===== src/rtl/fetch_pkg.sv =====
// Shared constants, slot type and pointer-width helpers for the fetch queue stage.
// Slot fields are sized for address/instruction widths up to 32 bits.
package fetch_pkg;

   localparam logic [31:0] NOP_INSN = 32'h0000_0013;

   localparam int FETCH_ADDR_W = 32;
   localparam int FETCH_INSN_W = 32;

   typedef struct packed {
      logic [FETCH_ADDR_W-1:0] pc;
      logic [FETCH_INSN_W-1:0] insn;
      logic                    filled;
   } fetch_slot_t;

   function automatic int fetch_ptr_w(input int depth);
      return (depth > 1) ? $clog2(depth) : 1;
   endfunction

   function automatic int fetch_cnt_w(input int depth);
      return $clog2(depth + 1);
   endfunction

endpackage


===== src/rtl/fetch_slot_fifo.sv =====
// DEPTH-slot fetch queue: slots are reserved at the tail when a request is accepted,
// filled in order by responses, and dequeued at the head once filled.
module fetch_slot_fifo
   import fetch_pkg::*;
#(
   parameter int ADDR_WIDTH = 32,
   parameter int INSN_WIDTH = 32,
   parameter int DEPTH      = 4,
   localparam int PTR_W     = fetch_ptr_w(DEPTH)
) (
   input  logic                  clk,
   input  logic                  rst,
   input  logic                  flush,
   input  logic                  reserve,
   input  logic [ADDR_WIDTH-1:0] reserve_pc,
   input  logic                  fill,
   input  logic [INSN_WIDTH-1:0] fill_data,
   input  logic                  dequeue,
   output logic                  head_valid,
   output logic [ADDR_WIDTH-1:0] head_pc,
   output logic [INSN_WIDTH-1:0] head_insn,
   output logic [PTR_W:0]        count,
   output logic [PTR_W:0]        pending
);

   localparam logic [PTR_W:0] PTR_ONE = (PTR_W+1)'(1);

   fetch_slot_t      slots [DEPTH];
   logic [PTR_W:0]   head_ptr;
   logic [PTR_W:0]   fill_ptr;
   logic [PTR_W:0]   tail_ptr;
   logic [PTR_W-1:0] head_idx;
   logic [PTR_W-1:0] fill_idx;
   logic [PTR_W-1:0] tail_idx;
   logic             can_fill;

   assign head_idx = head_ptr[PTR_W-1:0];
   assign fill_idx = fill_ptr[PTR_W-1:0];
   assign tail_idx = tail_ptr[PTR_W-1:0];

   // Extra wrap bit on each pointer distinguishes full from empty.
   assign count    = tail_ptr - head_ptr;
   assign pending  = tail_ptr - fill_ptr;
   assign can_fill = fill && (fill_ptr != tail_ptr);

   assign head_valid = (count != '0) && slots[head_idx].filled;
   assign head_pc    = ADDR_WIDTH'(slots[head_idx].pc);
   assign head_insn  = INSN_WIDTH'(slots[head_idx].insn);

   always_ff @(posedge clk or posedge rst) begin
      if (rst) begin
         head_ptr <= '0;
         fill_ptr <= '0;
         tail_ptr <= '0;
         for (int i = 0; i < DEPTH; i++) slots[i].filled <= 1'b0;
      end else if (flush) begin
         head_ptr <= '0;
         fill_ptr <= '0;
         tail_ptr <= '0;
         for (int i = 0; i < DEPTH; i++) slots[i].filled <= 1'b0;
      end else begin
         if (reserve) begin
            slots[tail_idx].pc     <= FETCH_ADDR_W'(reserve_pc);
            slots[tail_idx].filled <= 1'b0;
            tail_ptr               <= tail_ptr + PTR_ONE;
         end
         // A response is never for the slot reserved on the same edge.
         if (can_fill) begin
            slots[fill_idx].insn   <= FETCH_INSN_W'(fill_data);
            slots[fill_idx].filled <= 1'b1;
            fill_ptr               <= fill_ptr + PTR_ONE;
         end
         if (dequeue && head_valid) head_ptr <= head_ptr + PTR_ONE;
      end
   end

endmodule


===== src/rtl/fetch_queue_stage.sv =====
// Instruction-fetch stage: sequential PC generation, credit-limited pipelined memory
// requests, in-order fetch queue to Decode, redirect flush. Option: FETCH_PERF_EN.
module fetch_queue_stage
   import fetch_pkg::*;
#(
   parameter int                    ADDR_WIDTH = 32,
   parameter int                    INSN_WIDTH = 32,
   parameter int                    DEPTH      = 4,
   parameter logic [ADDR_WIDTH-1:0] RESET_PC   = '0
) (
   input  logic                  clk,
   input  logic                  rst,
   input  logic                  redirect_i,
   input  logic [ADDR_WIDTH-1:0] redirect_pc_i,
   output logic                  imem_req_valid_o,
   input  logic                  imem_req_ready_i,
   output logic [ADDR_WIDTH-1:0] imem_req_addr_o,
   input  logic                  imem_rsp_valid_i,
   input  logic [INSN_WIDTH-1:0] imem_rsp_data_i,
   output logic                  valid_d_o,
   input  logic                  ready_d_i,
   output logic [INSN_WIDTH-1:0] ins_d_o,
   output logic [ADDR_WIDTH-1:0] pc_d_o,
   output logic [ADDR_WIDTH-1:0] pc_4d_o
`ifdef FETCH_PERF_EN
   ,
   output logic [31:0]           perf_fetched_o,
   output logic [31:0]           perf_flush_o,
   output logic [31:0]           perf_dropped_o
`endif
);

   localparam int             PTR_W    = fetch_ptr_w(DEPTH);
   localparam int             DROP_W   = 16;
   localparam logic [PTR_W:0] FULL_CNT = (PTR_W+1)'(DEPTH);

   logic [ADDR_WIDTH-1:0] pc_q;
   logic [DROP_W-1:0]     drop_cnt;
   logic [DROP_W-1:0]     drop_next;
   logic [PTR_W:0]        count;
   logic [PTR_W:0]        pending;
   logic                  head_valid;
   logic [ADDR_WIDTH-1:0] head_pc;
   logic [INSN_WIDTH-1:0] head_insn;
   logic                  has_credit;
   logic                  accept;
   logic                  rsp_take;
   logic                  rsp_drop;
   logic                  deq;

   // Reserved-but-unfilled slots are the outstanding requests, so slot occupancy is the credit use.
   assign has_credit       = count < FULL_CNT;
   assign imem_req_valid_o = !rst && has_credit && !redirect_i;
   assign imem_req_addr_o  = pc_q;
   assign accept           = imem_req_valid_o && imem_req_ready_i;

   // A response on a redirect cycle belongs to a request being flushed, so it is discarded too.
   assign rsp_drop = imem_rsp_valid_i && ((drop_cnt != '0) || (redirect_i && (pending != '0)));
   assign rsp_take = imem_rsp_valid_i && !redirect_i && (drop_cnt == '0) && (pending != '0);
   assign deq      = head_valid && ready_d_i && !redirect_i;

   always_comb begin
      drop_next = drop_cnt - DROP_W'(rsp_drop);
      if (redirect_i) drop_next = drop_next + DROP_W'(pending);
   end

   always_ff @(posedge clk or posedge rst) begin
      if (rst) begin
         pc_q     <= RESET_PC;
         drop_cnt <= '0;
      end else begin
         if (redirect_i)  pc_q <= redirect_pc_i;
         else if (accept) pc_q <= pc_q + ADDR_WIDTH'(4);
         drop_cnt <= drop_next;
      end
   end

   fetch_slot_fifo #(
      .ADDR_WIDTH (ADDR_WIDTH),
      .INSN_WIDTH (INSN_WIDTH),
      .DEPTH      (DEPTH)
   ) u_slots (
      .clk        (clk),
      .rst        (rst),
      .flush      (redirect_i),
      .reserve    (accept),
      .reserve_pc (pc_q),
      .fill       (rsp_take),
      .fill_data  (imem_rsp_data_i),
      .dequeue    (deq),
      .head_valid (head_valid),
      .head_pc    (head_pc),
      .head_insn  (head_insn),
      .count      (count),
      .pending    (pending)
   );

   assign valid_d_o = head_valid;
   assign ins_d_o   = head_valid ? head_insn : INSN_WIDTH'(NOP_INSN);
   assign pc_d_o    = head_valid ? head_pc : '0;
   assign pc_4d_o   = head_valid ? head_pc + ADDR_WIDTH'(4) : '0;

`ifdef FETCH_PERF_EN
   always_ff @(posedge clk or posedge rst) begin
      if (rst) begin
         perf_fetched_o <= '0;
         perf_flush_o   <= '0;
         perf_dropped_o <= '0;
      end else begin
         if (deq && (perf_fetched_o != '1))        perf_fetched_o <= perf_fetched_o + 32'd1;
         if (redirect_i && (perf_flush_o != '1))   perf_flush_o   <= perf_flush_o + 32'd1;
         if (rsp_drop && (perf_dropped_o != '1))   perf_dropped_o <= perf_dropped_o + 32'd1;
      end
   end
`endif

endmodule


===== config.mk =====
export PLATFORM = sky130hd
export DESIGN_NAME = fetch_queue_stage
export DESIGN_NICKNAME = d
export VERILOG_FILES = /design/src/rtl/fetch_pkg.sv /design/src/rtl/fetch_slot_fifo.sv /design/src/rtl/fetch_queue_stage.sv
export SDC_FILE = /design/constraint.sdc
export NUM_CORES = 1
export LEC_CHECK = 0
export ABC_AREA = 1
export BUFFER_PORTS_ARGS = -buffer_cell sky130_fd_sc_hd__buf_2
export CAP_MARGIN = 20
export CORE_MARGIN = 3
export CORE_UTILIZATION = 40
export CTS_CLUSTER_SIZE = 14
export DETAILED_ROUTE_END_ITERATION = 7
export PLACE_DENSITY = 0.61
export SKIP_CTS_REPAIR_TIMING = 1
export SYNTH_ARGS = -nofsm -noshare
export SYNTH_HDL_FRONTEND = slang
export SYNTH_SLANG_ARGS = --single-unit

===== constraint.sdc =====
create_clock -name clk -period 10.4 [get_ports clk]
set_clock_uncertainty 0.05 [all_clocks]
set_input_delay 2.08 -clock clk [delete_from_list [all_inputs] [get_ports clk]]
set_output_delay 2.08 -clock clk [all_outputs]
set_load 0.005 [all_outputs]

==> flow_metrics.env, run 1 <==
export IMPL_status="finished, final reports clean"
export IMPL_root_buffer="clkbuf_16"
export IMPL_crit_path_max_fanout=75
export IMPL_crit_type="flop to output port"
export IMPL_cp_cell_sequence="clkinv_2, buf_4, nand2_1, o211ai_1, nand2_1, ha_1, inv_1, nor2_1, nand2_1, nor2_4, nand2_1, nor2_2, nand2_1, o21ai_0, inv_1, buf_2"
export IMPL_max_cap_violations=0
export IMPL_grt_ovfl_total=0
export IMPL_routabilityCongestion=0.878
export IMPL_io_pins=200
export IMPL_seqCellArea_um2=9220
export IMPL_grt_max_degree=86
export IMPL_grt_use_total_pct=20.5
export IMPL_place_inst=2444
export IMPL_rsz0062_at_grt="false"
export IMPL_start_util_pct=40.8
export IMPL_area_growth_pct=16.0
export IMPL_synth_seq_cells=317
export IMPL_drive_above_1_share_pct=15.6
export IMPL_grt_pass1_wl_um=67900
export IMPL_cpMostUsedCell="nand2_1"
export IMPL_hp_class="flop to flop"
export IMPL_drt_iter0_drc=1086
export IMPL_die_area_um2=42200
export IMPL_max_freq_mhz=142
export IMPL_nFillCells=3711
export IMPL_endpoint_kind="output port"
export IMPL_synthesis_area_um2=15900
export IMPL_p_leak_nw=7.91
export IMPL_timing_final_crit_period_ns=7.02
export IMPL_die_h_um=206
export IMPL_cts_tree="yes"
export IMPL_hold_violations=0
export IMPL_relSlewSlack_pct=33.1
export IMPL_drv_slew=0
export IMPL_cts_made_buffers=35
export IMPL_critPathRequiredTime_ns=8.27
export IMPL_start_kind="flop"
export IMPL_n_antenna_cell=0
export IMPL_max_vdd_ir_drop_uv=99.9
export IMPL_num_nets_final=2055
export IMPL_grt_pass1_vias=12200
export IMPL_netlist_instances=1789
export IMPL_stdcell_count=2507
export IMPL_antenna_found_initial=0
export IMPL_worst_slew_pin_slew_ns=1.00
export IMPL_hpwlAfterDp_um=27900
export IMPL_clock_latency_ns=0.53
export IMPL_viasPerCell=5.10
export IMPL_syn_nets=1881
export IMPL_routed_wl_um=43600
export IMPL_multi_input_area_um2=5720
export IMPL_period_share_pct=67.5
export IMPL_yosysWarnings=0
export IMPL_final_antenna_net_count=0
export IMPL_yosysSeqAreaShare_pct=57.9
export IMPL_core_region_area_um2=39000
export IMPL_fin_setup_tns_ns=0
export IMPL_first_pass_iters=5
export IMPL_cts_sinks=317
export IMPL_synth_area_per_cell_um2=8.90
export IMPL_portBuffers=199
export IMPL_dieWidth_um=206
export IMPL_p_per_area_nw_per_um2=160
export IMPL_crit_arrival_ns=4.89
export IMPL_num_vias=12800
export IMPL_ys_types=42
export IMPL_rows=72
export IMPL_wl_per_cell_um=17.4
export IMPL_crit_slowest_cell="clkinv_2"
export IMPL_setup_viol=0
export IMPL_htreeDepth=2
export IMPL_clk_pin_slew_worst_paths_ns=0.06
export IMPL_cpPeakStageDelay_ns=0.91
export IMPL_cts_buffer_depth=3
export IMPL_drc=0
-- worst max-delay path, delay by kind of cell (launching register included) --
kind                       cells  cell delay (ns)
DFF                            1             0.79
and+or+nand+nor                8             1.31
buffers and inverters          5             1.82
adders and majority gates      1             0.26
AOI/OAI and AO/OA              2             0.16
-- path summary, 6_finish.rpt --
check	from	endpoint	slack, ns	cells after the start
worst max-delay path	u_slots.head_ptr[0]	pc_4d_o[18]	3.38	16
worst min-delay path	u_slots.tail_ptr[2]	u_slots.tail_ptr[2]	0.48	1
worst max register to register	u_slots.tail_ptr[0]	drop_cnt[14]	6.05	20
worst min register to register	u_slots.tail_ptr[2]	u_slots.tail_ptr[2]	0.48	1
max in group asynchronous	rst	imem_req_addr_o[9]	7.82	3
min in group asynchronous	rst	u_slots.slots[65]	1.51	2
-- synth_stat cells (all sizes together) --
| cell type | number | area share (%) |
|---|---|---|
| and3 | 1 | 0.039 |
| o21ai | 105 | 3.3 |
| nor4 | 1 | 0.039 |
| nand3b | 1 | 0.047 |
| clkinv | 2 | 0.047 |
| ha | 19 | 1.5 |
| o22ai | 1 | 0.039 |
| a21oi | 47 | 1.5 |
| a21o | 1 | 0.047 |
| a32oi | 1 | 0.055 |
| nor3 | 25 | 0.86 |
| inv | 167 | 3.9 |
| nand2 | 375 | 8.9 |
| dfrtp | 61 | 9.6 |
| xnor2 | 9 | 0.49 |
| edfxtp | 256 | 48 |
| nand3 | 106 | 3.5 |
| o21bai | 3 | 0.14 |
| nand4 | 14 | 0.55 |
| nor2 | 445 | 11 |
| a31oi | 1 | 0.039 |
| o211ai | 14 | 0.66 |
| and2 | 3 | 0.12 |
| fa | 3 | 0.38 |
| nor3b | 1 | 0.047 |
| o221ai | 12 | 0.66 |
| buf | 56 | 1.9 |
| a21boi | 1 | 0.047 |
| or2 | 4 | 0.16 |
| a31o | 1 | 0.055 |
| clkbuf | 21 | 0.49 |
| xor2 | 32 | 1.8 |
-- layout by cell type, fill, tap and decap left out, types with 2 or more instances in the layout --
| master | netlist | routed |
|---|---|---|
| clkbuf_1 | 21 | 8 |
| o211ai_1 | 14 | 14 |
| clkinvlp_4 | 0 | 3 |
| nor2_4 | 4 | 5 |
| nand2_1 | 368 | 367 |
| o221ai_1 | 12 | 12 |
| bufinv_16 | 0 | 3 |
| clkinv_2 | 0 | 3 |
| fa_1 | 3 | 3 |
| nor2_1 | 431 | 423 |
| ha_1 | 19 | 19 |
| nand3_2 | 4 | 4 |
| buf_2 | 42 | 199 |
| o21bai_1 | 3 | 3 |
| or2_2 | 4 | 4 |
| o21ai_1 | 2 | 2 |
| and2_1 | 3 | 3 |
| clkinv_1 | 2 | 8 |
| inv_6 | 0 | 2 |
| buf_4 | 4 | 15 |
| nand4_1 | 14 | 14 |
| nor2_2 | 10 | 17 |
| edfxtp_1 | 256 | 256 |
| nand3_1 | 102 | 102 |
| inv_2 | 4 | 5 |
| xor2_1 | 32 | 32 |
| clkbuf_16 | 0 | 36 |
| inv_1 | 163 | 161 |
| xnor2_1 | 9 | 9 |
| nor3_1 | 24 | 24 |
| nand2_2 | 7 | 7 |
| o21ai_0 | 103 | 103 |
| a21oi_1 | 47 | 47 |
| dfrtp_1 | 61 | 59 |
-- through the flow --
step	worst slack [ns]	util [%]	power, mW	area, um2	hold slack (ns)
final	3.38	47.3	2.95	18500	0.480
after global routing	2.92	47.3	3.06	18500	0.509
after CTS	3.30	47.3	2.97	18500	0.479
after detailed placement	3.89	44.4	1.75	17300	0.470
after global placement	3.94	44.4	1.74	17300	0.465
after floorplan	5.43	-	1.65	15900	0.442
-- cell type report --
class / count / share of cell area [%]
Sequential cell: 317 / 49.9
Multi-Input combinational cell: 1226 / 31.0
Timing Repair Buffer: 214 / 6.00
Clock buffer: 45 / 5.12
Tap cell: 518 / 3.51
Inverter: 169 / 3.44
Clock inverter: 18 / 1.02
-- per-layer routing --
layer | vias up | part of all wire [%] | track usage [%]
met5 | - | 0 | 0
met4 | 0 | 2.4 | 5.81
met3 | 67 | 6.7 | 2.61
met2 | 441 | 46 | 32.6
met1 | 6062 | 45 | 29.5
li1 | 6209 | - | -
-- cell families after synthesis --
family	synth area share, %
compound gates	6.52
xor+xnor	2.25
fa+ha+maj	1.87
buf+inv	6.41
flops	57.9
simple gates	25.1
-- power by group --
group / switching (mW) / leakage, nW / internal, mW
clock: 0.500 / 0.540 / 0.722
sequential: 0.0612 / 2.79 / 1.41
combinational: 0.165 / 4.58 / 0.0869
total: 0.726 / 7.91 / 2.22
-- state kept, by name, indices dropped and copies added, names as in the netlist --
name / flops
u_slots.tail_ptr: 3
u_slots.fill_ptr: 3
drop_cnt: 16
u_slots.slots: 260
u_slots.head_ptr: 3
imem_req_addr_o: 32
Power figures use the tool's default switching activity.
==> inputs of run 2 (changes only) <==
Clock period 10.4 ns to 6.6 ns, I/O delays scaled along.
==> run 2 against run 1 <==
  * Clock power up 60%
  * Setup slack lost 2.1 ns
  * Critical endpoint unchanged
  * Combinational power is 58% higher
  * First-iteration DRC count down 8.4%
  * Global-route usage shrank 0.29 points
  * Largest power group unchanged
==> flow_metrics.env, run 2 (same netlist as run 1, synthesis figures left out) <==
export IMPL_stdcell_area_um2=18500
export IMPL_fin_setup_tns_ns=0
export IMPL_rows=72
export IMPL_final_antenna_net_count=0
export IMPL_core_region_area_um2=39000
export IMPL_final_cell_mix="nor2_1 (423), nand2_1 (367), edfxtp_1 (256)"
export IMPL_relSlewSlack_pct=33.9
export IMPL_hpwlAfterDp_um=27800
export IMPL_cts_sinks=317
export IMPL_routabilityCongestion=0.903
export IMPL_layout_commonest_cell="nor2_1"
export IMPL_rr_startpoint="u_slots.tail_ptr[0]"
export IMPL_critPathRequiredTime_ns=5.23
export IMPL_root_buffer="clkbuf_16"
export IMPL_routed_wl_um=43000
export IMPL_rsz0062_at_grt="false"
export IMPL_period_share_pct=80.9
export IMPL_drt_iter0_drc=995
export IMPL_area_growth_pct=16.3
export IMPL_drc=0
export IMPL_htreeDepth=2
export IMPL_crit_arrival_ns=3.97
export IMPL_multi_input_area_um2=5720
export IMPL_seqCellArea_um2=9220
export IMPL_largest_reg_flops=260
export IMPL_p_leak_nw=7.94
export IMPL_cts_tree="yes"
export IMPL_regToRegSetupSlack_ns=2.29
export IMPL_dieWidth_um=206
export IMPL_clock_latency_ns=0.53
export IMPL_reg2reg_to="drop_cnt[14]"
export IMPL_grtUsageMet2_pct=31.9
export IMPL_wl_per_cell_um=17.1
export IMPL_antenna_found_initial=0
export IMPL_drv_slew=0
export IMPL_startpoint="u_slots.head_ptr[0]"
export IMPL_endpoint_kind="output port"
export IMPL_rr_worst_depth=20
export IMPL_cts_buffer_depth=3
export IMPL_nFillCells=3787
export IMPL_max_freq_mhz=187
export IMPL_portBuffers=199
export IMPL_num_nets_final=2060
export IMPL_timing_final_crit_period_ns=5.34
export IMPL_start_util_pct=40.8
export IMPL_max_vdd_ir_drop_uv=187
export IMPL_start_kind="flop"
export IMPL_grt_max_degree=85
export IMPL_crit_path_max_fanout=49
export IMPL_holdWs_ns=0.490
export IMPL_hp_class="flop to flop"
export IMPL_top_usage_layer="met2"
export IMPL_setup_viol=0
export IMPL_worst_slew_pin_slew_ns=0.992
export IMPL_grt_ovfl_total=0
export IMPL_clk_pin_slew_worst_paths_ns=0.06
export IMPL_viasPerCell=5.02
export IMPL_hold_violations=0
export IMPL_grt_met1_usage_pct=28.4
export IMPL_p_per_area_nw_per_um2=252
export IMPL_grt_pass1_vias=12200
export IMPL_crit_type="flop to output port"
export IMPL_cts_made_buffers=36
export IMPL_max_cap_violations=0
export IMPL_cp_endpoint="pc_4d_o[18]"
export IMPL_num_vias=12600
export IMPL_status="finished, final reports clean"
export IMPL_placed_area_um2=17400
export IMPL_grtUsageMet3_pct=2.99
export IMPL_first_pass_iters=7
export IMPL_grt_pass1_wl_um=66900
export IMPL_grt_use_total_pct=20.2
export IMPL_drive_above_1_share_pct=15.7
export IMPL_holdPathStages=1
export IMPL_die_h_um=206
export IMPL_largest_register="u_slots.slots"
export IMPL_io_pins=200
export IMPL_die_area_um2=42200
[run 2: through the flow]
step                power [mW]  setup slack, ns  utilization, %  std cells
floorplan                 2.60             2.39               -       1789
global placement          2.75             1.84            44.5       2448
detailed placement        2.76             1.83            44.5       2448
CTS                       4.71             1.27            47.5       2514
global route              4.85            0.872            47.5       2514
finish                    4.66             1.26            47.5       2515
[run 2: cell type report]
type,instances,share of cell area [%]
multi-input cells,1226,30.9
inverters,169,3.43
clock inverters,22,1.20
repair buffers,218,6.15
clock buffers,44,5.03
flip-flops and latches,317,49.8
diodes,1,0.0135
well taps,518,3.50
[run 2: layer usage]
metal	up-vias	part of all wire, %
li1	6220	-
met1	5964	45
met2	365	45
met3	82	6.0
met4	0	3.2
met5	-	0
[run 2: worst min-delay path by stage]
stage                          endpoint                 from  slack [ns]
floorplan           u_slots.tail_ptr[2]  u_slots.tail_ptr[2]        0.44
CTS                 u_slots.tail_ptr[2]  u_slots.tail_ptr[2]        0.49
detailed placement  u_slots.tail_ptr[2]  u_slots.tail_ptr[2]        0.48
global placement    u_slots.tail_ptr[2]  u_slots.tail_ptr[2]        0.48
global route        u_slots.tail_ptr[2]  u_slots.tail_ptr[2]        0.52
finish              u_slots.tail_ptr[2]  u_slots.tail_ptr[2]        0.49
[run 2: worst max-delay path, cell delays in order (launching register included)]
cell      delay [ns]
dfrtp_4         0.75
clkinv_2        0.65
nand2_1         0.19
o211ai_1        0.10
nand2_1         0.22
ha_1            0.28
inv_1           0.06
nor2_1          0.17
nand2_1         0.16
nor2_4          0.18
nand2_1         0.11
nor2_2          0.17
nand2_1         0.07
o21ai_0         0.12
inv_1           0.07
buf_2           0.13
[run 2: where the power goes]
part / internal, mW / switching, mW / total, mW
clock: 1.14 / 0.809 / 1.95
sequential: 2.23 / 0.0932 / 2.32
combinational: 0.137 / 0.259 / 0.397
total: 3.50 / 1.16 / 4.66
